`src/rtl/dbg_axi_initiator.sv`:
```
// rtl/dbg_axi_initiator.sv - single-outstanding AXI4 initiator for the debug fabric
module dbg_axi_initiator #(
    parameter int unsigned TIMEOUT = 1024
) (
    input  logic        CLK,
    input  logic        RSTn,
    input  logic        req_valid,
    output logic        req_ready,
    input  logic        req_write,
    input  logic [3:0]  req_id,
    input  logic [31:0] req_addr,
    input  logic [63:0] req_wdata,
    input  logic [7:0]  req_wstrb,
    output logic        rsp_valid,
    input  logic        rsp_ready,
    output logic        rsp_write,
    output logic [3:0]  rsp_id,
    output logic [1:0]  rsp_resp,
    output logic [63:0] rsp_rdata,
    output logic        rsp_idmis,
    output logic [3:0]  M_AWID,
    output logic [31:0] M_AWADDR,
    output logic        M_AWVALID,
    input  logic        M_AWREADY,
    output logic [63:0] M_WDATA,
    output logic [7:0]  M_WSTRB,
    output logic        M_WVALID,
    input  logic        M_WREADY,
    input  logic [3:0]  M_BID,
    input  logic [1:0]  M_BRESP,
    input  logic        M_BVALID,
    output logic        M_BREADY,
    output logic [3:0]  M_ARID,
    output logic [31:0] M_ARADDR,
    output logic        M_ARVALID,
    input  logic        M_ARREADY,
    input  logic [3:0]  M_RID,
    input  logic [63:0] M_RDATA,
    input  logic [1:0]  M_RRESP,
    input  logic        M_RVALID,
    output logic        M_RREADY
);

    typedef enum logic [2:0] {IDLE, WADDR, WRESP, RADDR, RDATA, RSP} state_t;

    state_t      state_q, state_d;
    logic        write_q, write_d;
    logic [3:0]  id_q, id_d;
    logic [31:0] addr_q, addr_d;
    logic [63:0] wdata_q, wdata_d;
    logic [7:0]  wstrb_q, wstrb_d;
    logic        awvalid_q, awvalid_d;
    logic        wvalid_q, wvalid_d;
    logic        arvalid_q, arvalid_d;
    logic [3:0]  rid_q, rid_d;
    logic [1:0]  resp_q, resp_d;
    logic [63:0] rdata_q, rdata_d;
    logic        idmis_q, idmis_d;
    logic        timeout;

`ifdef DBG_AXI_TIMEOUT_EN
    localparam logic [15:0] TO_LAST = 16'(TIMEOUT - 1);
    logic [15:0] cnt_q, cnt_d;

    always_ff @(posedge CLK or negedge RSTn) begin
        if (!RSTn) cnt_q <= '0;
        else       cnt_q <= cnt_d;
    end

    assign cnt_d   = (state_q == WRESP || state_q == RDATA) ? cnt_q + 16'd1 : '0;
    assign timeout = (cnt_q == TO_LAST);
`else
    assign timeout = 1'b0;
`endif

    always_ff @(posedge CLK or negedge RSTn) begin
        if (!RSTn) begin
            state_q   <= IDLE;
            write_q   <= 1'b0;
            id_q      <= '0;
            addr_q    <= '0;
            wdata_q   <= '0;
            wstrb_q   <= '0;
            awvalid_q <= 1'b0;
            wvalid_q  <= 1'b0;
            arvalid_q <= 1'b0;
            rid_q     <= '0;
            resp_q    <= '0;
            rdata_q   <= '0;
            idmis_q   <= 1'b0;
        end else begin
            state_q   <= state_d;
            write_q   <= write_d;
            id_q      <= id_d;
            addr_q    <= addr_d;
            wdata_q   <= wdata_d;
            wstrb_q   <= wstrb_d;
            awvalid_q <= awvalid_d;
            wvalid_q  <= wvalid_d;
            arvalid_q <= arvalid_d;
            rid_q     <= rid_d;
            resp_q    <= resp_d;
            rdata_q   <= rdata_d;
            idmis_q   <= idmis_d;
        end
    end

    always_comb begin
        state_d   = state_q;
        write_d   = write_q;
        id_d      = id_q;
        addr_d    = addr_q;
        wdata_d   = wdata_q;
        wstrb_d   = wstrb_q;
        awvalid_d = awvalid_q;
        wvalid_d  = wvalid_q;
        arvalid_d = arvalid_q;
        rid_d     = rid_q;
        resp_d    = resp_q;
        rdata_d   = rdata_q;
        idmis_d   = idmis_q;
        case (state_q)
            IDLE: begin
                if (req_valid) begin
                    write_d   = req_write;
                    id_d      = req_id;
                    addr_d    = req_addr;
                    wdata_d   = req_wdata;
                    wstrb_d   = req_wstrb;
                    awvalid_d = req_write;
                    wvalid_d  = req_write;
                    arvalid_d = !req_write;
                    state_d   = req_write ? WADDR : RADDR;
                end
            end
            WADDR: begin
                if (M_AWREADY) awvalid_d = 1'b0;
                if (M_WREADY)  wvalid_d  = 1'b0;
                if ((!awvalid_q || M_AWREADY) && (!wvalid_q || M_WREADY)) state_d = WRESP;
            end
            WRESP: begin
                if (M_BVALID) begin
                    rid_d   = M_BID;
                    resp_d  = M_BRESP;
                    rdata_d = '0;
                    idmis_d = (M_BID != id_q);
                    state_d = RSP;
                end else if (timeout) begin
                    rid_d   = id_q;
                    resp_d  = 2'b11;
                    rdata_d = '0;
                    idmis_d = 1'b0;
                    state_d = RSP;
                end
            end
            RADDR: begin
                if (M_ARREADY) begin
                    arvalid_d = 1'b0;
                    state_d   = RDATA;
                end
            end
            RDATA: begin
                if (M_RVALID) begin
                    rid_d   = M_RID;
                    resp_d  = M_RRESP;
                    rdata_d = M_RDATA;
                    idmis_d = (M_RID != id_q);
                    state_d = RSP;
                end else if (timeout) begin
                    rid_d   = id_q;
                    resp_d  = 2'b11;
                    rdata_d = '0;
                    idmis_d = 1'b0;
                    state_d = RSP;
                end
            end
            RSP: begin
                if (rsp_ready) state_d = IDLE;
            end
            default: state_d = IDLE;
        endcase
    end

    assign req_ready = (state_q == IDLE);
    assign rsp_valid = (state_q == RSP);
    assign rsp_write = write_q;
    assign rsp_id    = rid_q;
    assign rsp_resp  = resp_q;
    assign rsp_rdata = rdata_q;
    assign rsp_idmis = idmis_q;

    assign M_AWID    = id_q;
    assign M_AWADDR  = addr_q;
    assign M_AWVALID = awvalid_q;
    assign M_WDATA   = wdata_q;
    assign M_WSTRB   = wstrb_q;
    assign M_WVALID  = wvalid_q;
    assign M_ARID    = id_q;
    assign M_ARADDR  = addr_q;
    assign M_ARVALID = arvalid_q;

`ifdef DBG_AXI_TIMEOUT_EN
    assign M_BREADY = (state_q == WRESP) || (state_q == IDLE);
    assign M_RREADY = (state_q == RDATA) || (state_q == IDLE);
`else
    assign M_BREADY = (state_q == WRESP);
    assign M_RREADY = (state_q == RDATA);
`endif

endmodule

```
`config.mk`:
```
export PLATFORM = sky130hd
export DESIGN_NAME = dbg_axi_initiator
export DESIGN_NICKNAME = d
export VERILOG_FILES = /design/src/rtl/dbg_axi_initiator.sv
export SDC_FILE = /design/constraint.sdc
export NUM_CORES = 1
export LEC_CHECK = 0
export CAP_MARGIN = 40
export CORE_AREA = 3 3 160 162
export CTS_CLUSTER_DIAMETER = 40
export DETAILED_ROUTE_END_ITERATION = 8
export DIE_AREA = 0 0 163 165
export GPL_TIMING_DRIVEN = 1
export PLACE_DENSITY = 0.67
export SYNTH_ARGS = -nofsm -noshare
export SYNTH_HDL_FRONTEND = slang
export SYNTH_SLANG_ARGS = --single-unit
```
`constraint.sdc`:
```
create_clock -name CLK -period 6.1 [get_ports CLK]
set_clock_uncertainty 0.05 [all_clocks]
set_input_delay 1.22 -clock CLK [delete_from_list [all_inputs] [get_ports CLK]]
set_output_delay 1.22 -clock CLK [all_outputs]
set_load 0.1 [all_outputs]
```
==> metrics.txt, run 1 <==
Setup Buffers After CTS=0; top cell type's share of synthesized area=0.613; net count after synthesis=830; synth top area cells=dfrtp_1 61%, mux2_2 16%, nand2_1 7.0%; GRT overflow=0; worst hold endpoint=rsp_rdata[8]; H-tree levels=4; DIE WIDTH=163 um; initial antenna violation count=4; max-slew violations=0; Worst R2R Path Depth=7; Die Height=around 170 um; final hold violation count=0; r2r endpoint=rsp_idmis; final wirelength=31,500 um; GP Congestion=0.824; post-route DRC violation count=0; Rel. slew slack=0.463; CP max FO=13; first-pass detailed-route iteration total=6; Avg Inst Size Synth=roughly 12 sq um; FP Rows=57; Port Buf Inserts=416; Ys Warns=0; CP max-delay cell=or3b_1; share of cells above drive strength 1=0.305; post-layout util=0.696; post-DP HPWL=about 25,000 um; WL per Instance=20.1 um; status=finished, final reports clean; Layout Nets=1,419; vias=7,100; core box area=24,200 sq um; setup violation total in the final timing report=0; #FFs+latches synth=186; number of antenna-violating nets in the routed design=0; R2R Path Start=state_q[0]; sequential-to-total area share from yosys stat=0.613; WHS Path Cells=2; worst slew pin tran=between 0.8 and 0.9 ns; Worst path max stage delay=0.63 ns; crit path kind=register to output pin; CTS clock-pin slew for the worst setup and hold paths=0.07 ns; clk_lat worst skew=0.42 ns; unrepaired setup endpoints after global routing=no; FMAX=267 MHz; largest net degree at the start of global routing=87; TNS Setup=0 ns; Final period util=0.614; synthesized cell area=7600 sq um; setup slack, reg-to-reg=between 3 and 4 ns; initial DRC count=371; GRT Overall Usage=0.234; CP Launch Point=state_q[0]; clock buffer depth=2; Root Driver=clkbuf_16; Starting Density=0.313; Post-Layout Cell Count=1,566; Post-CTS Resized=0; Yosys top cell by area=dfrtp_1; startpoint types=register; Inst Count DP=1,530; Netlist cell types=32; maxcap violations=0; P&R area growth vs syn=122%; IO Count=417; Worst Path Arrival=2.48 ns; clk sinks=186; CTS Buf Count=17; worst hold path type=register to register; CTS tree=built; CP required=around 4.8 ns; Syn Inst Count=636; Final Critical Period=roughly 3.7 ns; Die ar.=approximately 27,000 sq um; Hold Startpoint=rsp_rdata[8]; Filler cells=roughly 1.6k; vias in the first global route=7,962; Vias/cell=4.53; Hold-fix buffers, CTS=0; crit end category=output pin; first-pass GRT wire length=47,200 um; CP Cell Sequence=or3b_1 > inv_2 > clkdlybuf4s50_1 > buf_8
[through the flow]
step                      setup WS, ns  area [sq um]  hold slack [ns]
after floorplan                   1.95          7600            0.598
after global placement            2.45         11800            0.410
after detailed placement          2.57         16200            0.419
after CTS                         2.32         16900            0.436
after global routing              2.25         16900            0.455
final                             2.35         16900            0.428
[cell families after synthesis]
| family | share of synthesized area |
|---|---|
| DFF | 0.613 |
| and+or+nand+nor | 0.0858 |
| muxes | 0.172 |
| AOI/OAI and AO/OA | 0.0656 |
| buffers and inverters | 0.0613 |
| xor gates and xnor gates | 0.00231 |
[state kept, by name (all words and copies together) (netlist names)]
register and cells:
M_ARADDR 32, M_ARID 4, M_ARVALID 1, M_AWVALID 1, M_WDATA 64, M_WSTRB 8
M_WVALID 1, rsp_id 4, rsp_idmis 1, rsp_rdata 64, rsp_resp 2, rsp_write 1
state_q 3
[worst max-delay path: cells and delay by family (launching register included)]
family | cells | cell delay (ns)
buffers and inverters | 3 | 0.90
DFF | 1 | 0.52
and+or+nand+nor | 1 | 0.63
[cells in the mapped netlist]
cell / n
a2111oi_1: 1
a2111oi_4: 1
a211o_1: 1
a21o_1: 1
a21oi_1: 2
a221oi_1: 1
a22o_1: 1
a22oi_1: 1
a311oi_1: 1
a31oi_1: 1
a32oi_1: 1
and2_1: 2
buf_1: 1
buf_2: 12
buf_4: 36
buf_6: 1
clkbuf_1: 25
dfrtp_1: 186
inv_1: 6
inv_2: 1
mux2_2: 111
mux2i_1: 6
nand2_1: 142
nand2b_1: 1
nor2b_1: 11
nor3_1: 3
nor3b_1: 1
o21ai_0: 74
o22a_1: 1
o22ai_1: 1
or3b_1: 1
xor2_1: 2
[final cells by class]
class,instances,area [sq um],area share
Antenna cell,4,10.0,0.000593
Timing Repair Buffer,645,8670,0.514
Sequential cell,186,4650,0.276
Tap cell,324,405,0.0240
Clock inverter,15,203,0.0120
Multi-Input combinational cell,368,2490,0.147
Inverter,7,26.3,0.00156
Clock buffer,17,425,0.0252
[cells in the final DEF (no fill, tap or decap), types with 2 or more instances in the layout]
cell	synthesis	final
a21oi_1	2	2
inv_1	6	6
mux2_2	111	111
buf_4	36	6
o21ai_0	74	74
xor2_1	2	2
inv_8	0	4
inv_6	0	4
buf_16	0	89
nor3_1	3	3
clkinv_8	0	3
buf_8	0	134
bufinv_16	0	2
nand2_1	142	142
dfrtp_1	186	186
mux2i_1	6	6
nor2b_1	11	11
clkbuf_16	0	17
clkdlybuf4s50_1	0	415
diode_2	0	4
[how the worst max path moves through the flow]
stage / cells after the start / end
finish: 4 / M_RREADY
global placement: 3 / M_RREADY
CTS: 4 / M_RREADY
detailed placement: 4 / M_WDATA[47]
floorplan: 2 / M_BREADY
global route: 4 / M_RREADY
[metal layers]
layer  vias up  GRT usage  wire (um)  share of wire
met5         -          0          0              0
met4         0      0.107       1350          0.043
met3        70     0.0584       1650          0.052
met2       268      0.446      17900           0.57
met1      3492      0.238      10600           0.34
li1       3270          -          -              -
Power of run 1 is not shown: default switching activity piles up to over one toggle a cycle in this logic, so the estimate is an artifact.
==> run 2: changes to the inputs <==
--- a/config.mk
+++ b/config.mk
@@ -6,12 +6,12 @@
 export NUM_CORES = 1
 export LEC_CHECK = 0
 export CAP_MARGIN = 40
-export CORE_AREA = 3 3 160 162
+export CORE_AREA = 3 3 162 164
 export CTS_CLUSTER_DIAMETER = 40
 export DETAILED_ROUTE_END_ITERATION = 8
-export DIE_AREA = 0 0 163 165
+export DIE_AREA = 0 0 165 167
 export GPL_TIMING_DRIVEN = 1
-export PLACE_DENSITY = 0.67
+export PLACE_DENSITY = 0.65
 export SYNTH_ARGS = -nofsm -noshare
 export SYNTH_HDL_FRONTEND = slang
 export SYNTH_SLANG_ARGS = --single-unit
==> constraint.sdc (replaced) <==
create_clock -name CLK -period 3.5 [get_ports CLK]
set_clock_uncertainty 0.05 [all_clocks]
set_input_delay 0.7 -clock CLK [delete_from_list [all_inputs] [get_ports CLK]]
set_output_delay 0.7 -clock CLK [all_outputs]
set_load 0.1 [all_outputs]
==> run 2 against run 1 <==
Compared with the run above: final area shrank 19%; non-clock buffer count shrank 128; clock-buffer cell count grew 2; highest routed layer unchanged.
==> metrics.txt, run 2 (synthesis gave the netlist of run 1 again) <==
status=finished, final reports clean; crit end category=output pin; GRT overflow=0 (unchanged); CP Cell Sequence=or3b_1 > buf_4 > inv_2 > buf_12; Setup Buffers After CTS=0 (unchanged); clk sinks=186 (unchanged); post-route DRC violation count=0 (unchanged); CP required=2.75 ns (-2.08 ns); share of cells above drive strength 1=0.347 (+0.0423); Layout Nets=1,291 (-9.0%); CP bufs+invs=3 (unchanged); Root Driver=clkbuf_16; IO Count=417 (unchanged); WL per Instance=17.5 um (-13%); setup slack, reg-to-reg=1.08 ns (-2.00 ns); initial DRC count=339 (-8.6%); vias in the first global route=6,798 (-15%); CTS tree=built; startpoint types=register; most frequent cells in the layout=281 x clkdlybuf4s50_1, 186 x dfrtp_1, 142 x nand2_1; Port Buf Inserts=416 (unchanged); Die ar.=27,600 sq um (+2.5%); worst hold path type=primary input to async pin; post-DP HPWL=19,500 um (-22%); final hold violation count=0 (unchanged); maxcap violations=0 (unchanged); GR Util met2=0.320 (-0.126); first-pass GRT wire length=38,700 um (-18%); Worst path max stage delay=0.56 ns (-0.07 ns); FP Rows=58 (+1.8%); Rel. slew slack=0.546 (+0.0832); CTS Buf Count=17 (unchanged); number of antenna-violating nets in the routed design=0 (unchanged); initial antenna violation count=0 (-4); core box area=25,000 sq um (+3.3%); delay-heaviest family, CP=flip-flops; r2r endpoint=rsp_idmis; global routing met1 resource utilization=0.208 (-0.0309); first-pass detailed-route iteration total=4 (-2); CP max FO=11 (-2); clock buffer depth=2 (unchanged); P&R area growth vs syn=80.5%; TNS Setup=0 ns (unchanged); largest net degree at the start of global routing=78 (-10%); max-slew violations=0 (unchanged); Vias/cell=4.41 (-2.8%); Worst Path Arrival=1.90 ns (-0.58 ns); Final period util=0.758; clk_lat worst skew=0.43 ns (about the same); R2R Path Start=state_q[0]; unrepaired setup endpoints after global routing=no; worst slew pin tran=0.681 ns (-0.125 ns); met3 usage=0.0565 (-0.00197); FMAX=377 MHz; final wirelength=25,200 um (-20%); CP max-delay cell=dfrtp_1; GRT Overall Usage=0.182 (-0.0520); GP Congestion=0.784 (-4.8%); Post-CTS Resized=0 (unchanged); H-tree levels=4 (unchanged); crit path kind=register to output pin; commonest non-fill, non-tap cell in the layout=clkdlybuf4s50_1; most used routing layer=met2; Inserted Diodes=0 (-4); Hold-fix buffers, CTS=0 (unchanged); vias=6,348 (-11%); CTS clock-pin slew for the worst setup and hold paths=0.08 ns (about the same); Starting Density=0.303 (-0.00986); DIE WIDTH=165 um (+1.2%); setup violation total in the final timing report=0 (unchanged); Die Height=167 um (+1.2%); Worst R2R Path Depth=7 (unchanged); Final Critical Period=2.65 ns
==> run 2: changes by cell type in the layout (fill, tap and decap cells not counted), moves of 2 or more <==
cell             change
clkinv_8             -3
clkbuf_8             +2
diode_2              -4
buf_16              -73
clkdlybuf4s50_1    -134
inv_6                +2
bufinv_16            -2
buf_12               +7
buf_4              +133
buf_8               -61
==> run 2: layer usage <==
metal | share of wire | up-vias
met2 | 0.52 | 244
li1 | - | 3011
met3 | 0.077 | 39
met4 | 0.022 | 0
met1 | 0.38 | 3054
met5 | 0 | -
==> run 2: worst reg2reg max path, stage by stage (launching register included) <==
cell and delay (ns):
dfrtp_1 0.59, or3b_1 0.19, buf_4 0.22, inv_2 0.10
a2111oi_1 0.46, a22oi_1 0.13, a211o_1 0.31, mux2_2 0.26
==> run 2: stage by stage <==
stage | area (sq um) | utilization | worst slack (ns) | hold WS, ns | instances
after floorplan | 7610 | - | 0.358 | 0.354 | 636
after global placement | 11600 | 0.463 | 0.920 | 0.411 | 1319
after detailed placement | 13100 | 0.525 | 0.859 | 0.419 | 1408
after CTS | 13700 | 0.548 | 0.811 | 0.258 | 1440
after global routing | 13700 | 0.548 | 0.737 | 0.279 | 1440
final | 13700 | 0.548 | 0.847 | 0.239 | 1440
==> run 2: layout make-up <==
type	instances	area, sq um
Timing Repair Buffer	517	5550
Sequential cell	186	4650
Clock buffer	19	453
Multi-Input combinational cell	368	2500
Tap cell	330	413
Inverter	7	26.3
Clock inverter	13	119
Fill cell	2120	11300
==> run 2: how the worst max path moves through the flow <==
| stage | startpoint | end | cells past startpoint |
|---|---|---|---|
| detailed placement | req_valid | state_q[0] | 6 |
| floorplan | state_q[1] | M_ARID[0] | 7 |
| finish | state_q[2] | M_RREADY | 4 |
| global route | state_q[2] | M_RREADY | 4 |
| global placement | M_BID[2] | rsp_idmis | 6 |
| CTS | state_q[2] | M_RREADY | 4 |
Power of run 2 is left out for the same reason.
==> run 3: changes to the inputs <==
--- a/config.mk
+++ b/config.mk
@@ -6,12 +6,12 @@
 export NUM_CORES = 1
 export LEC_CHECK = 0
 export CAP_MARGIN = 40
-export CORE_AREA = 3 3 162 164
+export CORE_AREA = 3 3 161 163
 export CTS_CLUSTER_DIAMETER = 40
 export DETAILED_ROUTE_END_ITERATION = 8
-export DIE_AREA = 0 0 165 167
+export DIE_AREA = 0 0 164 166
 export GPL_TIMING_DRIVEN = 1
-export PLACE_DENSITY = 0.65
+export PLACE_DENSITY = 0.68
 export SYNTH_ARGS = -nofsm -noshare
 export SYNTH_HDL_FRONTEND = slang
 export SYNTH_SLANG_ARGS = --single-unit
==> constraint.sdc (replaced) <==
create_clock -name CLK -period 2.3 [get_ports CLK]
set_clock_uncertainty 0.05 [all_clocks]
set_input_delay 0.46 -clock CLK [delete_from_list [all_inputs] [get_ports CLK]]
set_output_delay 0.46 -clock CLK [all_outputs]
set_load 0.1 [all_outputs]
==> run 3 against run 2 <==
Compared with the run above: routed wire length decreased by 7.2%; final area decreased by 12%; register-to-register slack got worse by 0.83 ns; core utilization decreased by 5.2 points; global-route usage decreased by 1.5 points; setup slack got worse by 0.75 ns; via count decreased by 5.5%; die area decreased by 1.2%; sequential share of layout area increased by 4.5 points; critical path depth unchanged; flip-flop and latch count unchanged; final cell count decreased by 6.0%; critical path type unchanged; largest cell class is now registers; highest routed layer unchanged.
==> metrics.txt, run 3 (synthesis gave the netlist of run 1 again) <==
commonest non-fill, non-tap cell in the layout=buf_4; GRT Overall Usage=0.167 (-0.0146); DIE WIDTH=164 um (-0.61%); delay-heaviest family, CP=simple AND/OR/NAND/NOR gates; Die Height=166 um (-0.60%); Sequential cell area=4650 sq um (unchanged); crit path kind=register to output pin; Starting Density=0.311 (+0.00712); R2R Path Start=state_q[1]; Port Buf Inserts=416 (unchanged); CP required=1.79 ns (-0.96 ns); GR Util met2=0.298 (-0.0227); status=finished, final reports clean; max-slew violations=0 (unchanged); Die ar.=27,200 sq um (-1.2%); Inst Count DP=1,322 (-6.1%); unrepaired setup endpoints after global routing=no; CP max-delay cell=or3b_4; CTS clock-pin slew for the worst setup and hold paths=0.08 ns (about the same); post-DP HPWL=18,100 um (-7.2%); Inserted Diodes=0 (unchanged); Worst R2R Path Depth=5 (-2); startpoint types=register; clk_lat worst skew=0.41 ns (-0.02 ns); core box area=24,500 sq um (-2.3%); share of cells above drive strength 1=0.382 (+0.0347); vias=6,000 (-5.5%); WL per Instance=17.2 um (-1.3%); FMAX=453 MHz; first-pass GRT wire length=35,100 um (-9.3%); H-tree levels=4 (unchanged); area of the multi-input gates=2520 sq um (+1.1%); Rel. slew slack=0.634 (+0.0877); CP bufs+invs=3 (unchanged); crit end category=output pin; initial antenna violation count=0 (unchanged); GRT overflow=0 (unchanged); CP Launch Point=state_q[1]; Layout Nets=1,212 (-6.1%); Worst path max stage delay=0.46 ns (-0.10 ns); P&R area growth vs syn=59.5%; CTS tree=built; largest net degree at the start of global routing=66 (-15%); setup slack, reg-to-reg=0.25 ns (-0.83 ns); setup violation total in the final timing report=0 (unchanged); vias in the first global route=5,882 (-13%); r2r endpoint=rsp_idmis; met3 usage=0.0464 (-0.0101); Root Driver=clkbuf_16; maxcap violations=0 (unchanged); first-pass detailed-route iteration total=4 (unchanged); final hold violation count=0 (unchanged); Final Critical Period=2.21 ns; IO Count=417 (unchanged); final wirelength=23,400 um (-7.2%); CTS Buf Count=17 (unchanged); clock buffer depth=2 (unchanged); GP Congestion=0.781 (-0.47%); Worst Path Arrival=1.70 ns (-0.20 ns); most used routing layer=met2; worst hold path type=primary input to async pin; number of antenna-violating nets in the routed design=0 (unchanged); global routing met1 resource utilization=0.198 (-0.00985); most frequent cells in the layout=229 x buf_4, 192 x clkdlybuf4s50_1, 186 x dfrtp_1; worst slew pin tran=0.549 ns (-0.132 ns); CP Cell Sequence=or3b_4 > inv_2 > buf_8 > buf_12; Vias/cell=4.43 (+0.52%); FP Rows=57 (-1.7%); post-route DRC violation count=0 (unchanged); TNS Setup=0 ns (unchanged); Filler cells=2,294 (+8.2%); Final period util=0.960; initial DRC count=294 (-13%); Post-Layout Cell Count=1,354 (-6.0%); CP max FO=14 (+3); Setup Buffers After CTS=0 (unchanged); post-layout util=0.495 (-0.0523); clk sinks=186 (unchanged)
## run 3: cell types whose count changed in the layout (fill, tap and decap cells not counted), moves of 3 or more
cell	before	now
buf_4	139	229
clkdlybuf4s50_1	281	192
buf_8	73	1
buf_16	16	0
buf_12	7	14
clkbuf_8	3	0
mux2_2	111	108
mux2_4	0	3
## run 3: per-layer routing
| layer | wire length (um) | vias to the layer above |
|---|---|---|
| met4 | 365 | 0 |
| met1 | 9090 | 2926 |
| met2 | 12400 | 193 |
| met5 | 0 | - |
| met3 | 1540 | 19 |
| li1 | - | 2862 |
## run 3: per-stage QoR
step | cell area, sq um | hold WS (ns) | setup WS [ns]
global placement | 11500 | 0.269 | -0.00276
CTS | 12100 | 0.382 | 0.0417
floorplan | 7690 | 0.114 | -0.191
global route | 12100 | 0.394 | 0.00941
finish | 12100 | 0.397 | 0.0931
detailed placement | 11500 | 0.265 | -0.0472
## run 3: what timing repair did
item,in CTS,in global routing
endpoints found under the setup margin,1,1
gates resized for setup,2,1
hold buffers,1,0
endpoints found under the hold margin,13,0
gates cloned,0,0
## run 3: worst max-delay path by stage
stage                endpoint  slack (ns)  cells past startpoint
floorplan           M_ARID[0]       -0.19                      7
global placement    rsp_idmis      -0.003                      6
detailed placement  rsp_idmis       -0.05                      6
CTS                  M_RREADY        0.04                      4
global route         M_RREADY       0.009                      4
finish               M_RREADY        0.09                      4
## run 3: final cells by class
class | count | share of cell area
Inverter | 7 | 0.00217
Sequential cell | 186 | 0.384
Multi-Input combinational cell | 368 | 0.208
Clock inverter | 13 | 0.00991
Tap cell | 324 | 0.0335
Clock buffer | 18 | 0.0354
Timing Repair Buffer | 438 | 0.327
Power of run 3 is left out for the same reason.
